===== src/rtl/fir_uart_pkg.sv =====
// Shared constants, coefficient table and FSM state types for the UART-fronted 8-tap FIR.
package fir_uart_pkg;

  localparam int unsigned CLK_FREQ  = 50_000_000;
  localparam int unsigned BAUD      = 115_200;
  localparam int unsigned BIT_DIV   = (CLK_FREQ + BAUD / 2) / BAUD;
  localparam int unsigned HALF_DIV  = BIT_DIV / 2;

  localparam int unsigned DATA_W    = 16;
  localparam int unsigned COEF_W    = 16;
  localparam int unsigned TAPS      = 8;
  localparam int unsigned ACC_W     = 35;
  localparam int unsigned TAP_IDX_W = $clog2(TAPS);
  // Q1.15 coefficients: the output window starts just above the fractional bits.
  localparam int unsigned OUT_LSB   = COEF_W - 1;
  localparam int unsigned OUT_MSB   = OUT_LSB + DATA_W - 1;

  typedef logic signed [COEF_W-1:0] coef_t;

  // Element [k] multiplies x[n-k].
  localparam logic [TAPS-1:0][COEF_W-1:0] COEFS = {
    16'd1024, 16'd2048, 16'd4096, 16'd9216,
    16'd9216, 16'd4096, 16'd2048, 16'd1024
  };

  typedef enum logic [1:0] {RxIdle, RxStart, RxData, RxStop} rx_state_e;
  typedef enum logic [1:0] {TxIdle, TxStart, TxData, TxStop} tx_state_e;

  function automatic coef_t coef_at(logic [TAP_IDX_W-1:0] idx);
    return coef_t'(COEFS[idx]);
  endfunction

endpackage


===== src/rtl/fir_mac_core.sv =====
// Delay line plus single-MAC sequencer for the 8-tap FIR; one product per cycle.
// Define FIR_SATURATE_EN to clamp the output instead of wrapping.
module fir_mac_core
  import fir_uart_pkg::*;
(
  input  logic              clk_i,
  input  logic              rst_ni,
  input  logic              sample_valid_i,
  input  logic [DATA_W-1:0] sample_i,
  output logic              result_valid_o,
  output logic [DATA_W-1:0] result_o
);

  localparam int unsigned StepW = TAP_IDX_W + 1;
  localparam int unsigned TopW  = ACC_W - OUT_MSB;

  logic signed [DATA_W-1:0] delay_q [TAPS];
  logic signed [DATA_W-1:0] delay_d [TAPS];
  logic signed [ACC_W-1:0]  acc_q, acc_d;
  logic [StepW-1:0]         step_q, step_d;
  logic                     busy_q, busy_d;
  logic [DATA_W-1:0]        result_q, result_d;
  logic                     result_valid_q, result_valid_d;

  logic [TAP_IDX_W-1:0]            tap_idx;
  logic signed [COEF_W+DATA_W-1:0] prod;
  logic signed [ACC_W-1:0]         prod_ext;
  logic [DATA_W-1:0]               acc_out;

  assign tap_idx  = step_q[TAP_IDX_W-1:0];
  assign prod     = coef_at(tap_idx) * delay_q[tap_idx];
  assign prod_ext = ACC_W'(prod);

  always_comb begin
`ifdef FIR_SATURATE_EN
    // Bits above the output window must all match the sign, else clamp.
    if (acc_q[ACC_W-1:OUT_MSB] != {TopW{acc_q[ACC_W-1]}}) begin
      acc_out = acc_q[ACC_W-1] ? 16'h8000 : 16'h7FFF;
    end else begin
      acc_out = acc_q[OUT_MSB:OUT_LSB];
    end
`else
    acc_out = acc_q[OUT_MSB:OUT_LSB];
`endif
  end

  always_comb begin
    delay_d        = delay_q;
    acc_d          = acc_q;
    step_d         = step_q;
    busy_d         = busy_q;
    result_d       = result_q;
    result_valid_d = 1'b0;
    if (busy_q) begin
      if (step_q == StepW'(TAPS)) begin
        result_d       = acc_out;
        result_valid_d = 1'b1;
        busy_d         = 1'b0;
      end else begin
        acc_d  = acc_q + prod_ext;
        step_d = step_q + StepW'(1);
      end
    end else if (sample_valid_i) begin
      delay_d[0] = sample_i;
      for (int unsigned k = 1; k < TAPS; k++) begin
        delay_d[k] = delay_q[k-1];
      end
      acc_d  = '0;
      step_d = '0;
      busy_d = 1'b1;
    end
  end

  always_ff @(posedge clk_i) begin
    if (!rst_ni) begin
      for (int unsigned k = 0; k < TAPS; k++) begin
        delay_q[k] <= '0;
      end
      acc_q          <= '0;
      step_q         <= '0;
      busy_q         <= 1'b0;
      result_q       <= '0;
      result_valid_q <= 1'b0;
    end else begin
      delay_q        <= delay_d;
      acc_q          <= acc_d;
      step_q         <= step_d;
      busy_q         <= busy_d;
      result_q       <= result_d;
      result_valid_q <= result_valid_d;
    end
  end

  assign result_valid_o = result_valid_q;
  assign result_o       = result_q;

endmodule


===== src/rtl/fir_uart_top.sv =====
// Board top: UART 8N1 receiver -> 16-bit sample assembly -> FIR core -> UART transmitter.
// Samples and results travel high byte first.
module fir_uart_top #(
  parameter int unsigned CLK_FREQ = fir_uart_pkg::CLK_FREQ,
  parameter int unsigned BAUD     = fir_uart_pkg::BAUD
) (
  input  logic CLOCK_50,
  input  logic KEY,
  input  logic UART_RXD,
  output logic UART_TXD
);
  import fir_uart_pkg::*;

  localparam int unsigned BitDiv  = (CLK_FREQ + BAUD / 2) / BAUD;
  localparam int unsigned HalfDiv = BitDiv / 2;
  localparam int unsigned CntW    = 16;
  localparam logic [CntW-1:0] BitLast  = CntW'(BitDiv - 1);
  localparam logic [CntW-1:0] HalfLast = CntW'(HalfDiv - 1);

  // RX path state
  logic              rxd_meta_q, rxd_meta_d, rxd_sync_q, rxd_sync_d, rxd_prev_q, rxd_prev_d;
  rx_state_e         rx_state_q, rx_state_d;
  logic [CntW-1:0]   rx_cnt_q, rx_cnt_d;
  logic [2:0]        rx_bit_q, rx_bit_d;
  logic [7:0]        rx_shift_q, rx_shift_d;
  logic              byte_lo_q, byte_lo_d;
  logic [7:0]        hi_byte_q, hi_byte_d;
  logic [DATA_W-1:0] sample_q, sample_d;
  logic              sample_valid_q, sample_valid_d;

  // TX path state
  tx_state_e         tx_state_q, tx_state_d;
  logic [CntW-1:0]   tx_cnt_q, tx_cnt_d;
  logic [2:0]        tx_bit_q, tx_bit_d;
  logic              tx_lo_q, tx_lo_d;
  logic [DATA_W-1:0] tx_word_q, tx_word_d;
  logic              pend_q, pend_d;
  logic [DATA_W-1:0] pend_data_q, pend_data_d;
  logic              txd_q, txd_d;

  logic              result_valid;
  logic [DATA_W-1:0] result;
  logic [7:0]        tx_byte;
  logic [2:0]        tx_bit_nxt;

  fir_mac_core u_mac_core (
    .clk_i          (CLOCK_50),
    .rst_ni         (KEY),
    .sample_valid_i (sample_valid_q),
    .sample_i       (sample_q),
    .result_valid_o (result_valid),
    .result_o       (result)
  );

  always_comb begin
    rxd_meta_d     = UART_RXD;
    rxd_sync_d     = rxd_meta_q;
    rxd_prev_d     = rxd_sync_q;
    rx_state_d     = rx_state_q;
    rx_cnt_d       = rx_cnt_q;
    rx_bit_d       = rx_bit_q;
    rx_shift_d     = rx_shift_q;
    byte_lo_d      = byte_lo_q;
    hi_byte_d      = hi_byte_q;
    sample_d       = sample_q;
    sample_valid_d = 1'b0;
    unique case (rx_state_q)
      RxIdle: begin
        if (rxd_prev_q && !rxd_sync_q) begin
          rx_state_d = RxStart;
          rx_cnt_d   = '0;
        end
      end
      RxStart: begin
        if (rx_cnt_q == HalfLast) begin
          rx_cnt_d   = '0;
          rx_bit_d   = '0;
          rx_state_d = rxd_sync_q ? RxIdle : RxData;
        end else begin
          rx_cnt_d = rx_cnt_q + CntW'(1);
        end
      end
      RxData: begin
        if (rx_cnt_q == BitLast) begin
          rx_cnt_d   = '0;
          rx_shift_d = {rxd_sync_q, rx_shift_q[7:1]};
          if (rx_bit_q == 3'd7) begin
            rx_state_d = RxStop;
          end else begin
            rx_bit_d = rx_bit_q + 3'd1;
          end
        end else begin
          rx_cnt_d = rx_cnt_q + CntW'(1);
        end
      end
      RxStop: begin
        if (rx_cnt_q == BitLast) begin
          rx_cnt_d   = '0;
          rx_state_d = RxIdle;
          // A low stop bit drops the byte and leaves the high/low toggle alone.
          if (rxd_sync_q) begin
            if (!byte_lo_q) begin
              hi_byte_d = rx_shift_q;
              byte_lo_d = 1'b1;
            end else begin
              sample_d       = {hi_byte_q, rx_shift_q};
              sample_valid_d = 1'b1;
              byte_lo_d      = 1'b0;
            end
          end
        end else begin
          rx_cnt_d = rx_cnt_q + CntW'(1);
        end
      end
      default: rx_state_d = RxIdle;
    endcase
  end

  assign tx_byte    = tx_lo_q ? tx_word_q[7:0] : tx_word_q[15:8];
  assign tx_bit_nxt = tx_bit_q + 3'd1;

  always_comb begin
    tx_state_d  = tx_state_q;
    tx_cnt_d    = tx_cnt_q;
    tx_bit_d    = tx_bit_q;
    tx_lo_d     = tx_lo_q;
    tx_word_d   = tx_word_q;
    pend_d      = pend_q;
    pend_data_d = pend_data_q;
    txd_d       = txd_q;
    unique case (tx_state_q)
      TxIdle: begin
        txd_d = 1'b1;
        if (pend_q) begin
          tx_word_d  = pend_data_q;
          pend_d     = 1'b0;
          tx_lo_d    = 1'b0;
          tx_cnt_d   = '0;
          txd_d      = 1'b0;
          tx_state_d = TxStart;
        end
      end
      TxStart: begin
        if (tx_cnt_q == BitLast) begin
          tx_cnt_d   = '0;
          tx_bit_d   = '0;
          txd_d      = tx_byte[0];
          tx_state_d = TxData;
        end else begin
          tx_cnt_d = tx_cnt_q + CntW'(1);
        end
      end
      TxData: begin
        if (tx_cnt_q == BitLast) begin
          tx_cnt_d = '0;
          if (tx_bit_q == 3'd7) begin
            txd_d      = 1'b1;
            tx_state_d = TxStop;
          end else begin
            tx_bit_d = tx_bit_nxt;
            txd_d    = tx_byte[tx_bit_nxt];
          end
        end else begin
          tx_cnt_d = tx_cnt_q + CntW'(1);
        end
      end
      TxStop: begin
        if (tx_cnt_q == BitLast) begin
          tx_cnt_d = '0;
          // Low byte follows the high byte with no idle gap.
          if (!tx_lo_q) begin
            tx_lo_d    = 1'b1;
            txd_d      = 1'b0;
            tx_state_d = TxStart;
          end else begin
            txd_d      = 1'b1;
            tx_state_d = TxIdle;
          end
        end else begin
          tx_cnt_d = tx_cnt_q + CntW'(1);
        end
      end
      default: tx_state_d = TxIdle;
    endcase
    // A newer result overwrites one still waiting to start.
    if (result_valid) begin
      pend_d      = 1'b1;
      pend_data_d = result;
    end
  end

  always_ff @(posedge CLOCK_50) begin
    if (!KEY) begin
      rxd_meta_q     <= 1'b1;
      rxd_sync_q     <= 1'b1;
      rxd_prev_q     <= 1'b1;
      rx_state_q     <= RxIdle;
      rx_cnt_q       <= '0;
      rx_bit_q       <= '0;
      rx_shift_q     <= '0;
      byte_lo_q      <= 1'b0;
      hi_byte_q      <= '0;
      sample_q       <= '0;
      sample_valid_q <= 1'b0;
      tx_state_q     <= TxIdle;
      tx_cnt_q       <= '0;
      tx_bit_q       <= '0;
      tx_lo_q        <= 1'b0;
      tx_word_q      <= '0;
      pend_q         <= 1'b0;
      pend_data_q    <= '0;
      txd_q          <= 1'b1;
    end else begin
      rxd_meta_q     <= rxd_meta_d;
      rxd_sync_q     <= rxd_sync_d;
      rxd_prev_q     <= rxd_prev_d;
      rx_state_q     <= rx_state_d;
      rx_cnt_q       <= rx_cnt_d;
      rx_bit_q       <= rx_bit_d;
      rx_shift_q     <= rx_shift_d;
      byte_lo_q      <= byte_lo_d;
      hi_byte_q      <= hi_byte_d;
      sample_q       <= sample_d;
      sample_valid_q <= sample_valid_d;
      tx_state_q     <= tx_state_d;
      tx_cnt_q       <= tx_cnt_d;
      tx_bit_q       <= tx_bit_d;
      tx_lo_q        <= tx_lo_d;
      tx_word_q      <= tx_word_d;
      pend_q         <= pend_d;
      pend_data_q    <= pend_data_d;
      txd_q          <= txd_d;
    end
  end

  assign UART_TXD = txd_q;

endmodule


===== config.mk =====
export PLATFORM = sky130hd
export DESIGN_NAME = fir_uart_top
export DESIGN_NICKNAME = d
export VERILOG_FILES = /design/src/rtl/fir_uart_pkg.sv /design/src/rtl/fir_mac_core.sv /design/src/rtl/fir_uart_top.sv
export SDC_FILE = /design/constraint.sdc
export NUM_CORES = 1
export LEC_CHECK = 0
export CAP_MARGIN = 20
export CORE_UTILIZATION = 33
export CTS_CLUSTER_SIZE = 12
export DETAILED_ROUTE_END_ITERATION = 8
export DONT_BUFFER_PORTS = 1
export PLACE_DENSITY = 0.52
export SKIP_LAST_GASP = 1
export SLEW_MARGIN = 10
export SYNTH_ARGS = -nofsm -noshare
export SYNTH_HDL_FRONTEND = slang
export SYNTH_SLANG_ARGS = --single-unit

===== constraint.sdc =====
create_clock -name CLOCK_50 -period 6.5 [get_ports CLOCK_50]
set_input_delay 0.325 -clock CLOCK_50 [delete_from_list [all_inputs] [get_ports CLOCK_50]]
set_output_delay 0.325 -clock CLOCK_50 [all_outputs]
set_load 0.1 [all_outputs]

==> impl_metrics.csv, run 1 <==
group,metric,value,unit
status,status,"completed",
sta,fin_crit_sh,0.936,
sta,skew,0.0296,ns
routing,drtIter0Drc,653,
place,portBuffers,0,
place,placed_area,16200,µm²
logic_synthesis,syn_nets,1947,
grt,grt_pass1_vias,11500,
floorplan,start_util,0.335,
pwr,powerDensity,236,nW/µm²
setup_path,path_cells,"buf_4, mux4_2, mux2i_1, buf_4, nor2b_1, ha_1, ha_1, inv_1, fa_1, inv_1, fa_1, fa_1, inv_1, fa_1, inv_1, ha_1, a21oi_1, nor2_1, o21ai_0, a21boi_1, or3_1, a32o_1",
cts,clock_latency,0.56,ns
place,place_ws,0.294,ns
setup_path,critPathMaxStageDelay,0.54,ns
finish,final_cell_mix,"nand2_1 (397), dfxtp_1 (287), a21oi_1 (216)",
run,max_cap_viol_count,0,
routing,drtAntennaViolNets,0,
finish,multiInputGateArea,8980,µm²
cts,cts_root_buffer,"clkbuf_16",
finish,postLayoutCellArea,17500,µm²
logic_synthesis,synth.avg_cell_area,8.80,µm²
cts,cts_tree,"yes",
finish,syn2layout_area_growth,12.3,%
setup_path,reg2reg_slack,0.42,ns
sta,max_slew_margin,0.325,
sta,worstMarginPinSlew,1.01,ns
sta,setup_ws,0.419,ns
grt,grt_start_max_net_pins,95,
setup_path,path_max_fanout,11,
finish,n_antenna_cell,0,
setup_path,critical-path-slowest-cell,"fa_1",
sta,setup_viol,0,
finish,final_nets,1918,
grt,grt_overflow,0,
routing,remaining_drc_errors,0,
place,gp_congestion,0.813,
min_path,hold_class,"input pin to flop",
setup_path,cpLargestDelayFamily,"adder cells",
cts,cts.clk_slew.worst_paths,0.06,ns
setup_path,cp.arrival,6.52,ns
logic_synthesis,synth-edff-count,0,
logic_synthesis,synth_area,15600,µm²
setup_path,cp-end-kind,"flop",
pwr,leakage,6.81,nW
sta,whs,0.0948,ns
place,dp.cells,2313,
sta,finalHoldViolations,0,
logic_synthesis,ys.flop_type,"dfxtp_1",
sta,fin_crit,6.08,ns
pwr,peakVddDrop,0.155,mV
floorplan,die_h,220,µm
logic_synthesis,synth_warnings,0,
setup_path,crit_type,"flop to flop",
cts,cts.sinks,289,
pwr,p_total,4.13,mW
floorplan,core.rowCount,79,
sta,tns,0,ns
routing,routed_wl,33.9,mm
finish,postLayoutCoreUtil,0.376,
finish,regArea,5790,µm²
floorplan,die_w,220,µm
cts,cts_made_buffers,35,
floorplan,io_pins,4,
grt,grt_pass1_wl,57.5,mm
sta,maxSlewViolCount,0,
floorplan,coreArea,46700,µm²
routing,vias,11800,
finish,finalNonFillerCells,2378,
logic_synthesis,synthCells,1775,
finish,num-fill-cells,4747,
grt,grt_usage,0.145,
logic_synthesis,ys_ff_latch,289,
routing,wl_per_cell,14.2,µm
routing,dr.pass1.iters,4,
logic_synthesis,seq_area_frac_synth,0.371,
floorplan,dieArea,48200,µm²
cts,clk_path_buf_depth,3,
sta,fmax,164,MHz
logic_synthesis,async_flop_share,0,
routing,post_drt_via_cell_ratio,4.94,
sta,rsz0062_at_grt,"false",
setup_path,critPathBufInv,6,
finish,layout-drive-gt1-share,0.0847,
setup_path,startpoint_type,"flop",
cts,cts.htree.levels,2,
logic_synthesis,netlist-cell-type-count,71,
place,place_hpwl,23.0,mm
setup_path,crit_required,6.94,ns
finish,final_common_cell,"nand2_1",
grt,antenna_found_initial,0,
-- layer usage --
metal / vias up / wire length, µm / global-route usage
met2: 146 / 15400 / 0.235
li1: 5919 / - / -
met3: 51 / 1090 / 0.0251
met5: - / 0 / 0
met1: 5635 / 16500 / 0.195
met4: 0 / 848 / 0.0477
-- path summary, 6_finish.rpt --
check / startpoint / end / depth (start not counted)
worst max register to register: u_mac_core.step_q[0] / u_mac_core.acc_q[26] / 22
worst min register to register: rxd_meta_q / rxd_prev_d / 1
worst min-delay path: KEY / hi_byte_q[2] / 2
worst max-delay path: u_mac_core.step_q[0] / u_mac_core.acc_q[26] / 22
-- cells in the mapped netlist, drive strengths merged, types with 3 or more instances --
| cell | number | area share |
|---|---|---|
| nand2 | 397 | 0.095 |
| dfxtp | 289 | 0.37 |
| a21oi | 217 | 0.070 |
| inv | 126 | 0.030 |
| ha | 113 | 0.091 |
| nor2 | 83 | 0.021 |
| clkbuf | 79 | 0.019 |
| fa | 56 | 0.072 |
| nor2b | 44 | 0.018 |
| mux2i | 43 | 0.028 |
| mux4 | 36 | 0.052 |
| nand3 | 34 | 0.011 |
| o21ai | 25 | 0.0080 |
| nand2b | 22 | 0.0088 |
| buf | 20 | 0.0067 |
| a22o | 16 | 0.0090 |
| xor2 | 16 | 0.0090 |
| nor3 | 14 | 0.0048 |
| a21o | 12 | 0.0058 |
| and2 | 11 | 0.0044 |
| xnor2 | 10 | 0.0056 |
| nand4 | 9 | 0.0046 |
| a31oi | 7 | 0.0028 |
| a41oi | 7 | 0.0039 |
| a211oi | 6 | 0.0029 |
| a311oi | 6 | 0.0034 |
| and3 | 6 | 0.0024 |
| mux2 | 6 | 0.0043 |
| and4 | 5 | 0.0028 |
| nor3b | 5 | 0.0024 |
| nor4 | 5 | 0.0049 |
| or3 | 5 | 0.0023 |
| a211o | 4 | 0.0022 |
| o21a | 4 | 0.0019 |
| nor4bb | 3 | 0.0019 |
| o211ai | 3 | 0.0014 |
| or2 | 3 | 0.0012 |
-- repair_timing --
action,4_1_cts,5_1_grt
endpoints found under the hold margin,7,0
gates resized for setup,0,5
hold buffers,2,0
setup endpoints to repair,0,5
buffers inserted,0,1
-- cell families after synthesis --
kind of cell,share of synthesized area
AOI/OAI and AO/OA,0.123
xor gates and xnor gates,0.0146
adders and majority gates,0.162
buffers and inverters,0.0559
DFF,0.371
muxes,0.0838
and+or+nand+nor,0.190
-- flip-flops by register name, indices dropped and copies added, names as in the netlist, 2 cells and up, named ones only --
register / flops
rx_cnt_q: 16
sample_q: 16
tx_state_q: 2
pend_data_q: 16
tx_cnt_q: 16
u_mac_core.acc_q: 21
u_mac_core.step_q: 4
rx_bit_q: 3
u_mac_core.delay_q: 128
rx_shift_q: 8
hi_byte_q: 8
tx_word_q: 16
tx_bit_q: 3
u_mac_core.result_o: 16
-- power by group --
part | total, mW | internal (mW) | switching [mW]
logic | 0.179 | 0.0498 | 0.129
registers | 1.82 | 1.78 | 0.0348
clock network | 2.14 | 1.32 | 0.821
-- cell type report --
| class | instances | area share |
|---|---|---|
| Clock buffer | 46 | 0.0557 |
| Timing Repair Buffer | 33 | 0.0146 |
| Sequential cell | 289 | 0.330 |
| Clock inverter | 16 | 0.0170 |
| Tap cell | 607 | 0.0433 |
| Multi-Input combinational cell | 1261 | 0.512 |
| Inverter | 126 | 0.0273 |
(Power assumes the default switching activity.)
==> run 2, diff against run 1 <==
--- a/config.mk
+++ b/config.mk
@@ -10,6 +10,7 @@
 export CTS_CLUSTER_SIZE = 12
 export DETAILED_ROUTE_END_ITERATION = 8
 export DONT_BUFFER_PORTS = 1
+export MAX_ROUTING_LAYER = met4
 export PLACE_DENSITY = 0.52
 export SKIP_LAST_GASP = 1
 export SLEW_MARGIN = 10
==> impl_metrics.csv, run 2 (synthesis gave the netlist of run 1 again) <==
group,metric,value,unit
status,status,"completed",
min_path,min_to,"hi_byte_q[2]",
cts,clock_latency,0.56,ns
finish,final_cell_mix,"nand2_1 (397), dfxtp_1 (287), a21oi_1 (216)",
setup_path,reg2reg_slack,0.41,ns
routing,routed_wl,33.9,mm
grt,grtUsageMet3,0.0251,
sta,fin_crit,6.09,ns
finish,regMostFlops,"u_mac_core.delay_q",
routing,wl_per_cell,14.3,µm
setup_path,rr_worst_depth,22,
cts,cts.sinks,289,
finish,syn2layout_area_growth,12.3,%
grt,grt_usage,0.150,
grt,grt_use_met1,0.195,
floorplan,coreArea,46700,µm²
routing,dr.pass1.iters,7,
grt,grt_pass1_wl,57.5,mm
finish,top_regs,"u_mac_core.delay_q x128, u_mac_core.acc_q x21",
finish,final_nets,1918,
grt,grt.busiest_layer,"met2",
setup_path,cp-end-kind,"flop",
cts,cts.htree.levels,2,
floorplan,die_h,220,µm
floorplan,core.rowCount,79,
routing,drtAntennaViolNets,0,
grt,antenna_found_initial,0,
sta,rsz0062_at_grt,"false",
finish,layout-drive-gt1-share,0.0847,
setup_path,worstReg2RegEnd,"u_mac_core.acc_q[29]",
finish,num-fill-cells,4747,
pwr,powerDensity,236,nW/µm²
routing,drtIter0Drc,668,
finish,largest_register_ffs,128,
sta,maxSlewViolCount,0,
place,gp_congestion,0.827,
sta,fin_crit_sh,0.937,
run,max_cap_viol_count,0,
sta,skew,0.0291,ns
place,place_hpwl,23.0,mm
grt,grt_overflow,0,
floorplan,dieArea,48200,µm²
floorplan,die_w,220,µm
setup_path,crit_required,7.00,ns
cts,clk_path_buf_depth,3,
min_path,hold_class,"input pin to flop",
cts,cts_root_buffer,"clkbuf_16",
cts,cts_tree,"yes",
setup_path,cp.arrival,6.59,ns
place,portBuffers,0,
grt,grt_pass1_vias,11500,
setup_path,crit_type,"flop to flop",
finish,n_antenna_cell,0,
min_path,hp-start,"KEY",
pwr,leakage,6.81,nW
routing,remaining_drc_errors,0,
sta,fmax,164,MHz
place,dp.cells,2313,
floorplan,io_pins,4,
finish,final_common_cell,"nand2_1",
min_path,min_path_cells,2,
grt,grt_start_max_net_pins,95,
cts,cts_made_buffers,35,
setup_path,timing.rr.start,"u_mac_core.step_q[0]",
setup_path,path_max_fanout,11,
sta,tns,0,ns
finish,finalNonFillerCells,2378,
routing,vias,11800,
sta,max_slew_margin,0.331,
pwr,peakVddDrop,0.155,mV
sta,finalHoldViolations,0,
floorplan,start_util,0.335,
sta,setup_viol,0,
setup_path,startpoint_type,"flop",
grt,met2_usage,0.236,
sta,worstMarginPinSlew,1.00,ns
cts,cts.clk_slew.worst_paths,0.06,ns
routing,post_drt_via_cell_ratio,4.95,
==> run 2: cell counts in the layout (fill, tap and decap cells not counted) <==
No cell type changed its count.
==> run 2: power breakdown <==
part           switching (mW)  internal, mW
Sequential             0.0349          1.78
Combinational           0.129        0.0498
Clock                   0.818          1.32
==> run 2: how the worst max path moves through the flow <==
stage,start,end,cells past startpoint
floorplan,u_mac_core.step_q[0],u_mac_core.acc_q[26],23
finish,u_mac_core.step_q[0],u_mac_core.acc_q[29],22
global placement,u_mac_core.step_q[0],u_mac_core.acc_q[29],21
CTS,u_mac_core.step_q[0],u_mac_core.acc_q[26],20
detailed placement,u_mac_core.step_q[0],u_mac_core.acc_q[26],20
global route,u_mac_core.step_q[0],u_mac_core.acc_q[26],22
==> run 2: per-layer routing <==
layer / vias to the layer above / part of all wire
met5: - / 0
met4: 0 / 0.025
met3: 51 / 0.032
met2: 152 / 0.46
met1: 5650 / 0.49
li1: 5921 / -
==> run 2: what timing repair did <==
action	in CTS	in global routing
setup endpoints to repair	0	5
hold buffers	2	0
setup buffers	0	1
endpoints found under the hold margin	7	0
resized for setup	0	5
==> run 2: cell type report <==
class                   count  area [µm²]  area share
clock buffers              46         977      0.0557
multi-input cells        1261        8980       0.512
inverters                 126         478      0.0273
clock inverters            16         299      0.0170
repair buffers             33         256      0.0146
well taps                 607         759      0.0433
flip-flops and latches    289        5790       0.330
==> run 2: critical path: stages (launching register included) <==
cell and delay [ns]:
dfxtp_4 0.44, buf_4 0.23, mux4_2 0.51, mux2i_1 0.29, nor2b_1 0.11, fa_1 0.45
ha_1 0.30, ha_1 0.28, inv_1 0.04, fa_1 0.47, inv_1 0.05, fa_1 0.52
inv_1 0.05, fa_1 0.53, inv_1 0.04, ha_1 0.38, a21o_1 0.14, a21o_1 0.11
a221oi_1 0.08, buf_4 0.17, o21ba_2 0.22, or4_1 0.52, nand3_1 0.09
==> run 2: through the flow <==
stage / power (mW) / utilization / hold slack, ns / instance area (µm²) / setup WS [ns]
3_5_place_dp: 2.03 / 0.348 / 0.409 / 16200 / 0.294
4_1_cts: 4.21 / 0.375 / 0.0771 / 17500 / 0.275
2_1_floorplan: 2.00 / - / 0.386 / 15600 / 0.281
5_1_grt: 4.29 / 0.376 / 0.116 / 17500 / 0.0688
6_report: 4.13 / 0.376 / 0.0958 / 17500 / 0.409
3_3_place_gp: 2.03 / 0.348 / 0.408 / 16200 / 0.353
==> run 3, diff against run 2 <==
--- a/config.mk
+++ b/config.mk
@@ -7,6 +7,7 @@
 export LEC_CHECK = 0
 export CAP_MARGIN = 20
 export CORE_UTILIZATION = 33
+export CTS_BUF_LIST = sky130_fd_sc_hd__clkbuf_8 sky130_fd_sc_hd__clkbuf_16
 export CTS_CLUSTER_SIZE = 12
 export DETAILED_ROUTE_END_ITERATION = 8
 export DONT_BUFFER_PORTS = 1
==> impl_metrics.csv, run 3 (synthesis gave the netlist of run 1 again) <==
group,metric,value,unit
sta,finalHoldViolations,0,
sta,maxSlewViolCount,0,
grt,antenna_found_initial,0,
pwr,peakVddDrop,0.155,mV
cts,cts_made_buffers,35,
routing,dr.pass1.iters,5,
setup_path,path_cells,"buf_4, mux4_2, mux2i_1, buf_4, nor2b_1, ha_1, ha_1, inv_1, fa_1, inv_1, fa_1, fa_1, inv_1, fa_1, inv_1, ha_1, a21oi_1, nor2_1, o21ai_0, a21boi_1, or3_1, a32o_1",
floorplan,dieArea,48200,µm²
grt,grt_overflow,0,
routing,routed_wl,33.9,mm
floorplan,die_h,220,µm
cts,cts.clk_slew.worst_paths,0.06,ns
setup_path,critPathMaxStageDelay,0.54,ns
grt,grt_start_max_net_pins,95,
place,gp_congestion,0.827,
sta,tns,0,ns
finish,multiInputGateArea,8980,µm²
finish,top_regs,"u_mac_core.delay_q x128, u_mac_core.acc_q x21",
routing,wl_per_cell,14.3,µm
run,max_cap_viol_count,0,
sta,fmax,164,MHz
finish,final_common_cell,"nand2_1",
cts,clock_latency,0.56,ns
sta,skew,0.0290,ns
cts,cts_tree,"yes",
grt,grt_pass1_vias,11500,
place,portBuffers,0,
status,status,"completed",
finish,final_cell_mix,"nand2_1 (397), dfxtp_1 (287), a21oi_1 (216)",
finish,syn2layout_area_growth,12.3,%
finish,num-fill-cells,4747,
sta,rsz0062_at_grt,"false",
routing,vias,11800,
floorplan,io_pins,4,
setup_path,cp-end-kind,"flop",
floorplan,die_w,220,µm
place,dp.cells,2313,
setup_path,crit_required,6.94,ns
setup_path,reg2reg_slack,0.41,ns
cts,cts.htree.levels,2,
setup_path,startpoint_type,"flop",
routing,remaining_drc_errors,0,
sta,whs,0.0950,ns
finish,finalNonFillerCells,2378,
setup_path,critical-path-slowest-cell,"fa_1",
setup_path,cp.arrival,6.53,ns
sta,max_slew_margin,0.330,
setup_path,crit_type,"flop to flop",
min_path,hold_class,"input pin to flop",
sta,worstMarginPinSlew,1.01,ns
finish,regMostFlops,"u_mac_core.delay_q",
sta,fin_crit_sh,0.937,
cts,clk_path_buf_depth,3,
finish,n_antenna_cell,0,
routing,drtIter0Drc,648,
cts,cts_root_buffer,"clkbuf_16",
routing,drtAntennaViolNets,0,
floorplan,coreArea,46700,µm²
finish,postLayoutCellArea,17500,µm²
setup_path,path_max_fanout,11,
place,placed_area,16200,µm²
place,place_hpwl,23.0,mm
grt,grt_pass1_wl,57.5,mm
cts,cts.sinks,289,
pwr,p_total,4.12,mW
finish,regArea,5790,µm²
finish,layout-drive-gt1-share,0.0847,
finish,largest_register_ffs,128,
sta,fin_crit,6.09,ns
pwr,powerDensity,235,nW/µm²
pwr,leakage,6.83,nW
grt,grt_usage,0.150,
floorplan,start_util,0.335,
floorplan,core.rowCount,79,
finish,final_nets,1918,
routing,post_drt_via_cell_ratio,4.96,
sta,setup_viol,0,
## run 3: cell count changes in the layout (fill, tap and decap cells not counted), sizes merged
| cell | before | now |
|---|---|---|
| clkbuf | 46 | 41 |
| inv | 127 | 132 |
## run 3: worst paths after layout
kind                               end  cells after the start                 start
setup / recovery  u_mac_core.acc_q[26]                     22  u_mac_core.step_q[0]
hold / removal            hi_byte_q[2]                      2                   KEY
setup reg to reg  u_mac_core.acc_q[26]                     22  u_mac_core.step_q[0]
hold reg to reg             rxd_prev_d                      1            rxd_meta_q
## run 3: power by group
group / internal [mW] / switching, mW
registers: 1.78 / 0.0349
clock network: 1.31 / 0.820
logic: 0.0498 / 0.129
total: 3.14 / 0.984
## run 3: metrics by stage
| stage | utilization | worst slack (ns) |
|---|---|---|
| 2_1_floorplan | - | 0.281 |
| 3_5_place_dp | 0.348 | 0.294 |
| 4_1_cts | 0.375 | 0.275 |
| 3_3_place_gp | 0.348 | 0.353 |
| 5_1_grt | 0.376 | 0.0688 |
| 6_report | 0.376 | 0.410 |
## run 3: layer usage
layer  wire length (µm)  global-route usage  part of all wire  up-vias
li1                   -                   -                 -     5920
met1              16400               0.195              0.48     5683
met2              15600               0.236              0.46      147
met3               1040              0.0251             0.031       51
met4                839              0.0475             0.025        0
met5                  0                   -                 0        -
## run 3: repair_timing
action / 4_1_cts / 5_1_grt
endpoints found under the setup margin: 0 / 5
resized for setup: 0 / 5
hold endpoints to repair: 7 / 0
setup buffers: 0 / 1
hold buffers: 2 / 0
## run 3: worst max-delay path, delay by kind of cell (launching register included)
kind            cells  cell delay [ns]
mux                 2             0.65
buf+inv             6             0.58
compound gates      4             0.89
flops               1             0.44
simple gates        3             0.48
fa+ha+maj           7             2.94
## run 3: final cells by class
cell class              count  share of cell area
clock buffers              41              0.0546
flip-flops and latches    289               0.330
multi-input cells        1261               0.512
inverters                 126              0.0273
repair buffers             33              0.0146
well taps                 607              0.0433
clock inverters            21              0.0181
